File: src/rtl/lfsr_opgen.sv
// Pseudo-random operand generator: a 16-bit Fibonacci LFSR drives ain/bin/cin for a 16-bit adder.
// Latency: first vector valid one cycle after start is sampled; one vector per cycle with ready high.
// Backpressure: vec_ready low stalls the LFSR, the count and all outputs until the vector is taken.
module lfsr_opgen #(
  parameter logic [15:0] SEED    = 16'hACE1,
  parameter int unsigned NUM_VEC = 256
) (
  input  logic        clk,
  input  logic        rst_n,
  input  logic        start,
  input  logic        seed_load,
  input  logic [15:0] seed_in,
  input  logic        vec_ready,
  output logic        vec_valid,
  output logic [15:0] ain,
  output logic [15:0] bin,
  output logic        cin,
  output logic        busy,
  output logic        done,
  output logic [15:0] vec_cnt
);

  localparam logic [15:0] LAST_CNT = NUM_VEC[15:0];

  typedef enum logic [1:0] {
    IDLE = 2'd0,
    RUN  = 2'd1,
    DONE = 2'd2
  } state_t;

  state_t      state;
  logic [15:0] lfsr;
  logic [15:0] lfsr_next;
  logic [15:0] cnt_next;
  logic [15:0] seed_safe;

  // Next-value helpers: one LFSR step, the incremented count, and a seed that can never be zero.
  always_comb begin
    lfsr_next = {lfsr[14:0], lfsr[15] ^ lfsr[13] ^ lfsr[12] ^ lfsr[10]};
    cnt_next  = vec_cnt + 16'd1;
    seed_safe = (seed_in == 16'd0) ? SEED : seed_in;
  end

  // Run control FSM with registered status outputs; the LFSR only moves on an accepted transfer.
  always_ff @(posedge clk or negedge rst_n) begin
    if (!rst_n) begin
      state     <= IDLE;
      lfsr      <= SEED;
      vec_valid <= 1'b0;
      busy      <= 1'b0;
      done      <= 1'b0;
      vec_cnt   <= 16'd0;
    end else begin
      case (state)
        IDLE, DONE: begin
          // A seed load wins over start; a held start is then taken on the following cycle.
          if (seed_load) begin
            lfsr <= seed_safe;
          end else if (start) begin
            state     <= RUN;
            vec_cnt   <= 16'd0;
            vec_valid <= 1'b1;
            busy      <= 1'b1;
            done      <= 1'b0;
          end
        end
        RUN: begin
          if (vec_ready) begin
            lfsr    <= lfsr_next;
            vec_cnt <= cnt_next;
            if (cnt_next == LAST_CNT) begin
              state     <= DONE;
              vec_valid <= 1'b0;
              busy      <= 1'b0;
              done      <= 1'b1;
            end
          end
        end
        default: begin
          state     <= IDLE;
          vec_valid <= 1'b0;
          busy      <= 1'b0;
          done      <= 1'b0;
        end
      endcase
    end
  end

  // Operands are pure functions of the LFSR register, so they hold whenever it holds.
  always_comb begin
    ain = lfsr;
    bin = {lfsr[7:0], lfsr[15:8]} ^ 16'h5A5A;
    cin = lfsr[15] ^ lfsr[0];
  end

endmodule

File: config.mk
export PLATFORM = sky130hd
export DESIGN_NAME = lfsr_opgen
export DESIGN_NICKNAME = d
export VERILOG_FILES = /design/src/rtl/lfsr_opgen.sv
export SDC_FILE = /design/constraint.sdc
export NUM_CORES = 1
export LEC_CHECK = 0
export ABC_CLOCK_PERIOD_IN_PS = 4300
export BUFFER_PORTS_ARGS = -buffer_cell sky130_fd_sc_hd__buf_4
export CAP_MARGIN = 20
export CORE_MARGIN = 4
export CORE_UTILIZATION = 42
export DETAILED_ROUTE_END_ITERATION = 12
export HOLD_SLACK_MARGIN = 0.1
export PLACE_DENSITY = 0.67
export SYNTH_ARGS = -nofsm -noshare
export SYNTH_HDL_FRONTEND = slang
export SYNTH_SLANG_ARGS = --single-unit
File: constraint.sdc
create_clock -name clk -period 4.3 [get_ports clk]
set_clock_uncertainty 0.05 [all_clocks]
set_input_delay 0.645 -clock clk [delete_from_list [all_inputs] [get_ports clk]]
set_output_delay 0.645 -clock clk [all_outputs]
set_load 0.005 [all_outputs]
**After elaboration in Yosys (flattened, before gate mapping)**

Cells that the tools add are included.

- Flip-flop bits (word level): 36
- RAM bits: 0
- Output and inout bits: 52
- Memories kept: 0
- Memory bits (read-only): 0
- Input bits: 21
- Latch bits: 0

- Bitwise gates (word level): 5
- Reduce and logical (&&, ||, !) cells: 7
- Multiplexer cells: 23
- Divide/modulo/power cells: 0
- $mul: 0
- Equality and inequality tests: 8
- Shifts and indexed selects: 0
- Magnitude comparators: 0
- $add $sub $neg: 1

Operators by type and width:

| operator | number |
|---|---|
| 2-to-1 mux 16 bit | 6 |
| case mux 16 bit (2 select lines) | 2 |
| adder 16 x 1 -> 16 bit, second input constant | 1 |
| equality test 16 x 9 -> 1 bit, second input constant | 1 |
| zero test 16 bit | 1 |
| != test 2 bit, second input constant | 5 |
| 2-to-1 mux 1 bit | 8 |
| 2-to-1 mux 2 bit | 4 |
| inverter 8 bit | 1 |
| AND reduction 4 bit | 2 |
| case mux 1 bit (2 select lines) | 2 |
| case mux 2 bit (2 select lines) | 1 |
| bitwise XOR 1 bit | 4 |
| AND reduction 3 bit | 1 |
| equality test 2 x 1 -> 1 bit, second input constant | 1 |
| equality test 2 bit, second input constant | 1 |
| zero test 2 bit | 1 |
| nonzero test 2 bit | 1 |
| OR reduction 2 bit | 1 |

**Depth between registers and ports, before layout**

Gate-level depths: netlist of run 1.

- Depth after elaboration: 5
- Mapped depth: 7
- Mapped depth without buffers: 7

**Worst setup path after synthesis of run 1**

Ideal clock, no wire load.

- Kind: register to register
- Start point: register vec_cnt[0]
- End point: register busy
- Period minus slack after synthesis: 2.106 ns
- Arrival: 1.923 ns
- Setup slack: 2.194 ns
- Required time: 4.117 ns
- Stages on the path, launching flop included: 8
- Cells stage by stage: dfrtp_1 -> ha_1 -> nand3_2 -> nand2_1 -> mux2_4 -> o32a_1 -> o41ai_2 -> a21oi_1

- Word-level cells in the longest chain between the ends: 4

Ends and longest elaborated chain:

| item | line | RTL |
|---|---|---|
| start: declaration | 20 | `output logic [15:0] vec_cnt` |
| start signal: assignment | 70 | `vec_cnt <= cnt_next;` |
| adder 16 x 1 -> 16 bit | 40 | `cnt_next = vec_cnt + 16'd1;` |
| equality test 16 x 9 -> 1 bit | 71 | `if (cnt_next == LAST_CNT) begin` |
| != test 2 bit (no source line) | n/a |  |
| AND reduction 4 bit (no source line) | n/a |  |
| end signal: assignment | 50 | `busy <= 1'b0;` |
| end signal: assignment | 74 | `busy <= 1'b0;` |
| end signal: assignment | 82 | `busy <= 1'b0;` |
| end: declaration | 18 | `output logic busy,` |

No other way between the ends.
A chain may end at the register's enable or synchronous reset.

**Final worst setup path of run 1**

- Start point: register vec_cnt[0]
- End point: register done

- Word-level cells in the longest chain between the ends: 4

Ends and longest elaborated chain:

| item | line | RTL |
|---|---|---|
| adder 16 x 1 -> 16 bit | 40 |  |
| equality test 16 x 9 -> 1 bit | 71 |  |
| != test 2 bit (no source line) | n/a |  |
| AND reduction 4 bit (no source line) | n/a |  |
| end signal: assignment | 51 | `done <= 1'b0;` |
| end signal: assignment | 75 | `done <= 1'b1;` |
| end signal: assignment | 83 | `done <= 1'b0;` |
| end: declaration | 19 | `output logic done,` |

No other way between the ends.

==> results of run 1 <==
## cells in the mapped netlist (2+ instances only)
| master | n |
|---|---|
| and2_1 | 3 |
| nor2b_1 | 2 |
| buf_4 | 11 |
| or4_1 | 2 |
| o221ai_1 | 2 |
| clkbuf_1 | 10 |
| inv_1 | 12 |
| o31ai_1 | 3 |
| ha_1 | 2 |
| nor3_1 | 2 |
| nand3_1 | 10 |
| xnor2_1 | 3 |
| nor4_1 | 5 |
| nor2_1 | 26 |
| a21oi_1 | 17 |
| nand2_1 | 24 |
| dfrtp_1 | 27 |
| o21ai_0 | 21 |
| nand4_1 | 6 |
| xor2_1 | 5 |
| a31oi_1 | 9 |
| dfstp_2 | 8 |
| a22oi_1 | 3 |
| or2_2 | 2 |
| a21o_1 | 2 |
| o22ai_1 | 6 |
## metal layers
metal	vias to the layer above	wire, um	part of all wire, %	global-route usage, %
met1	896	2490	46	25.6
met4	0	60	1.1	7.17
met5	-	0	0	0
met2	82	2420	44	27.9
li1	979	-	-	-
met3	4	479	8.8	5.28
## flip-flops by register name, summed over array words and instances, names as in the netlist
| signal | flops |
|---|---|
| state | 1 |
| busy | 1 |
| vec_cnt | 16 |
| ain | 16 |
| done | 1 |
## through the flow
| step | area, sq um | utilization, % | instances |
|---|---|---|---|
| CTS | 2660 | 56.0 | 369 |
| global placement | 2570 | 54.1 | 361 |
| detailed placement | 2570 | 54.1 | 361 |
| finish | 2660 | 56.0 | 369 |
| global route | 2660 | 56.0 | 369 |
| floorplan | 2080 | - | 244 |
## path summary, 6_finish.rpt
path / start / endpoint / slack (ns) / cells after the start
min in group clk: ain[5] / ain[5] / 0.48 / 2
hold / removal: rst_n / ain[3] / 0.25 / 1
setup reg to reg: vec_cnt[0] / done / 1.87 / 7
max in group asynchronous: rst_n / ain[10] / 3.60 / 1
setup / recovery: vec_cnt[0] / done / 1.87 / 7
hold reg to reg: ain[5] / ain[5] / 0.48 / 2
## power groups by stage
stage / clock network, uW / logic, uW / registers, uW
floorplan: 0 / 488 / 582
global placement: 0 / 794 / 612
detailed placement: 0 / 807 / 612
CTS: 256 / 809 / 606
global route: 268 / 899 / 628
finish: 247 / 797 / 604
## cell families after synthesis
logic type / Yosys count
xor gates and xnor gates: 8
muxes: 1
AOI/OAI and AO/OA: 70
DFF: 35
and+or+nand+nor: 93
adders and majority gates: 2
buffers and inverters: 35
## worst register-to-register path, delay by kind of cell, from the launching register on
family          cells  cell delay, ns
compound gates      1            0.10
simple gates        5            1.43
fa+ha+maj           1            0.30
flops               1            0.47
## cells in the final DEF (no fill, tap or decap), types with 8 or more instances in the layout
cell	instances
buf_4	73
dfrtp_1	27
nor2_1	26
nand2_1	24
o21ai_0	21
a21oi_1	17
inv_1	12
nand3_1	10
a31oi_1	9
dfstp_2	8
## area by class of cell
cell class | count | area, sq um
well taps | 67 | 83.8
multi-input cells | 174 | 1010
clock buffers | 7 | 86.3
fillers | 453 | 2090
repair buffers | 73 | 548
inverters | 12 | 45.0
flip-flops and latches | 35 | 886
clock inverters | 1 | 5.00
==> results.md, run 1 <==
- P&R area growth vs syn: 28.1%
- Vias per std cell: 5.31
- IO Count: 73
- Top FF cell, synth: dfrtp_1
- Global-route wire length before repair: 9180 um
- Slowest CP cell: nor4_1
- Internal Pwr Total: 1010 uW
- Critical-path cell list: ha_1, nand3_2, nor4_1, nand4b_1, and3_1, o41ai_2, and2_1
- Setup_tns: 0 ns
- Post-CTS setup buffer count: 0
- Sequential area share after synthesis: 42.7%
- Num CTS Buffers: 5
- Total power: 1650 uW
- XOR/XNOR share of the synthesized area: 3.37%
- Outcome: finished clean
- Least-Margin Pin Slew: 1.02 ns
- Worst Setup Start Kind: flop
- CTS Root Cell: clkbuf_8
- Part of the power in registers: 36.7%
- Mux cell area share after synthesis: 0.723%
- Hold_buf cts: 0
- Worst Slack Setup Final: 1.87 ns
- FFs w/ async S/R, synth: 100%
- Post-synth EDFFs: 0
- Clock power frac: 15.0%
- Vias in the first global route: 1849
- Initial antenna violation count: 0
- Std-Cell Rows: 25
- Die area: 6130 sq um
- Largest net degree at the start of global routing: 36
- Ys Warns: 0
- Netlist Area Pre-Place: 2080 sq um
- Post-Route WL: 5450 um
- Leakage: 0.00122 uW
- Vert. Die Dim: 78.3 um
- Switching power: 638 uW
- Area share of the largest cell type after synthesis: 32.5%
- Mapped Avg Cell Area: 8.51 sq um
- Synth top area cells: dfrtp_1 (33%), dfstp_2 (10%), o21ai_0 (5.1%), nor2_1 (4.7%), nand2_1 (4.3%)
- Compound-Gate Fraction of Synth Area: 20.8%
- CTS sink cnt: 35
- CP endpoint kind: flop
- Cell taking the most area after synthesis: dfrtp_1
- Sw frac: 38.7%
- Synth Register Bits: 35
- Largest family of logic cells by synthesized area: simple AND/OR/NAND/NOR gates
- Combinational share of power: 48.3%
- RSZ-0062 raised after global routing: no
- Die W: 78.3 um
- CP top delay family: simple AND/OR/NAND/NOR gates
- Skew-Pair Late Insertion Delay: 0.29 ns
- Grt total ovfl: 0
- Crit path DAT: 2.57 ns
- Worst-path clk slew: 0.07 ns
- CP Buf/Inv Count: 0
- PortBufs: 72
- Max cap viols: 0
- GPL Wtd Cong: 0.822
- Tcrit/Tclk final: 56.6%
- H-tree depth: 2
- Hold WS: 0.254 ns
- PostCTS Resize Cnt: 0
- Power Density: 619 nW/um^2
- Place WS: 1.89 ns
- Fin nets: 324
- Initial Util: 43.7%
- DP Wirelength: 3970 um
- Slew margin rel.: 32.1%
- Crit path required time: 4.43 ns
- DRT iter0 DRCs: 99
- Setup CP Type: reg -> reg
- HP Class: in -> async
- Netlist cell types: 47
- Min Tclk post-route: 2.43 ns
- Routed vias: 1961
- Per-cell routed wire length: 14.8 um
- CTS tree: built
- Worst-case clock buffer depth: 2
- Drt pass-1 iters: 4
- DRC: 0
- Syn nets: 267
- Fin. max-slew vios: 0
- GRT Util Overall: 18.7%
- Mapped Cells: 244
- Antenna Cells: 0
- CORE AREA: 4750 sq um
- CP max stage delay: 0.67 ns
- Worst Path Max Fanout: 8
- Final hold violations: 0
- Final setup violation count: 0
- Share of cells above drive strength 1: 32.1%
- Maximum vdd drop: 374 uV
- Simple-gate share of the synthesized area: 22.4%
- Adder-cell share of the synthesized area: 1.20%
- Final antenna-violating net count: 0
- Fmax: 0.411 GHz
Power figures use the tool's default switching activity.
==> run 2, diff against run 1 <==
Settings changed: ABC_CLOCK_PERIOD_IN_PS 4300 to 2150, PLACE_DENSITY 0.67 to 0.7.
Clock period 4.3 ns to 2.15 ns, I/O delays scaled along.
==> run 2 against run 1 <==
Design area increased by 9.1%. Routed wire length increased by 7.2%. Worst setup slack got worse by 1.8 ns. Flip-flop and latch count unchanged. Global-route usage increased by 0.99 points. Register-to-register slack got worse by 1.8 ns. Clock power increased by 100%. Sequential power increased by 97%.
==> results.md, run 2 (synthesis results as in run 1) <==
- Outcome: finished clean
- Worst setup endpoint: done
- Total power: 3480 uW
- Most frequent cells in the layout: buf_4 (96), nor2_1 (26), nand2_1 (24)
- Tcrit/Tclk final: 96.0%
- Final hold violations: 0
- Leakage: 0.00137 uW
- Combinational share of power: 51.6%
- Crit path required time: 2.32 ns
- Crit path from: vec_cnt[0]
- Max cap viols: 0
- Sw frac: 38.3%
- Switching power: 1330 uW
- GRT Util Overall: 19.7%
- CP endpoint kind: flop
- Hold WS: 0.254 ns
- Vias per std cell: 5.43
- CTS Root Cell: clkbuf_8
- Min Tclk post-route: 2.06 ns
- Largest net degree at the start of global routing: 36
- DRC: 0
- Num CTS Buffers: 5
- HP Class: in -> reg
- Final setup violation count: 0
- Crit path DAT: 2.24 ns
- Placed insts: 380
- Fin nets: 348
- Drt pass-1 iters: 4
- Initial Util: 43.7%
- Reg2reg setup slack: 0.09 ns
- Clock power frac: 14.3%
- RR Startpoint: vec_cnt[0]
- CTS sink cnt: 35
- Final antenna-violating net count: 0
- Die area: 6130 sq um
- Post-Route WL: 5840 um
- P&R area growth vs syn: 39.8%
- Place WS: 0.0478 ns
- Grt total ovfl: 0
- Worst Reg-to-Reg Cells: 7
- Crit Reg-Reg Endpoint: done
- Worst Path Max Fanout: 3
- CORE AREA: 4750 sq um
- DRT iter0 DRCs: 83
- DP Wirelength: 4190 um
- Skew-Pair Late Insertion Delay: 0.28 ns
- Initial antenna violation count: 0
- GPL Wtd Cong: 0.844
- PortBufs: 72
- Vias in the first global route: 2035
- Maximum vdd drop: 667 uV
- Most common cell after layout, fill and taps aside: buf_4
- Worst-case clock buffer depth: 2
- Worst Slack Setup Final: 0.0868 ns
- Antenna Cells: 0
- Setup CP Type: reg -> reg
- Global-route wire length before repair: 9730 um
- Worst-path clk slew: 0.07 ns
- CTS tree: built
- Part of the power in registers: 34.1%
- H-tree depth: 2
- IO Count: 73
- Std-Cell Rows: 25
- Internal Pwr Total: 2150 uW
- Slew margin rel.: 66.5%
- Worst Setup Start Kind: flop
- Post-Layout Cell Count: 393
- Per-cell routed wire length: 14.9 um
- Fin. max-slew vios: 0
- Vert. Die Dim: 78.3 um
- Fin util: 61.1%
- Share of cells above drive strength 1: 39.3%
- Fmax: 0.485 GHz
- Least-Margin Pin Slew: 0.503 ns
- Power Density: 1200 nW/um^2
- Die W: 78.3 um
- Routed vias: 2135
run 2: changes by cell type in the layout (fill, tap and decap cells not counted), sizes merged:
cell,previous run,this run
buf,73,96
dlygate4sd3,0,1
run 2: worst min path at each step:
stage,startpoint,end,depth (start not counted)
global route,seed_in[9],ain[9],3
CTS,seed_in[3],ain[3],3
global placement,rst_n,ain[4],1
floorplan,rst_n,ain[12],0
detailed placement,rst_n,ain[4],1
finish,seed_in[3],ain[3],3
run 2: final cells by class:
cell class,count,area (sq um)
Inverter,12,45.0
Tap cell,67,83.8
Clock inverter,1,5.00
Timing Repair Buffer,97,731
Sequential cell,35,892
Clock buffer,7,86.3
Multi-Input combinational cell,174,1060
Fill cell,430,1850
run 2: power groups by stage:
stage	registers (uW)	logic (uW)	clock network [uW]
final	1190	1800	495
after global routing	1240	2000	551
after CTS	1180	1740	514
after detailed placement	1190	1740	0
after global placement	1180	1720	0
after floorplan	1160	976	0
run 2: through the flow:
step / TNS [ns] / cell area, sq um
after global routing: -0.115 / 2900
after global placement: 0 / 2710
after detailed placement: 0 / 2710
after CTS: 0 / 2830
final: 0 / 2900
after floorplan: 0 / 2080
run 2: routing by layer:
| metal | up-vias | GRT usage (%) | share of wire [%] |
|---|---|---|---|
| met3 | 11 | 6.08 | 8.5 |
| met5 | - | 0 | 0 |
| met4 | 0 | 6.82 | 2.0 |
| met2 | 91 | 32.3 | 48 |
| met1 | 1002 | 24.5 | 42 |
| li1 | 1031 | - | - |
run 2: worst max-delay path, cell delays in order, from the launching register on:
cell     delay (ns)
dfrtp_1        0.43
buf_4          0.16
and4_1         0.21
nand2_2        0.09
mux2_4         0.30
o32a_1         0.32
o41ai_4        0.27
and2_1         0.18
run 2: what timing repair did:
action                                 4_1_cts  5_1_grt
setup endpoints to repair                    1        6
cloned                                       0        0
endpoints found under the hold margin       27        0
pin swaps                                    0        6
setup buffers                                0        4
resized for setup                            1       12
hold buffers                                 1        0
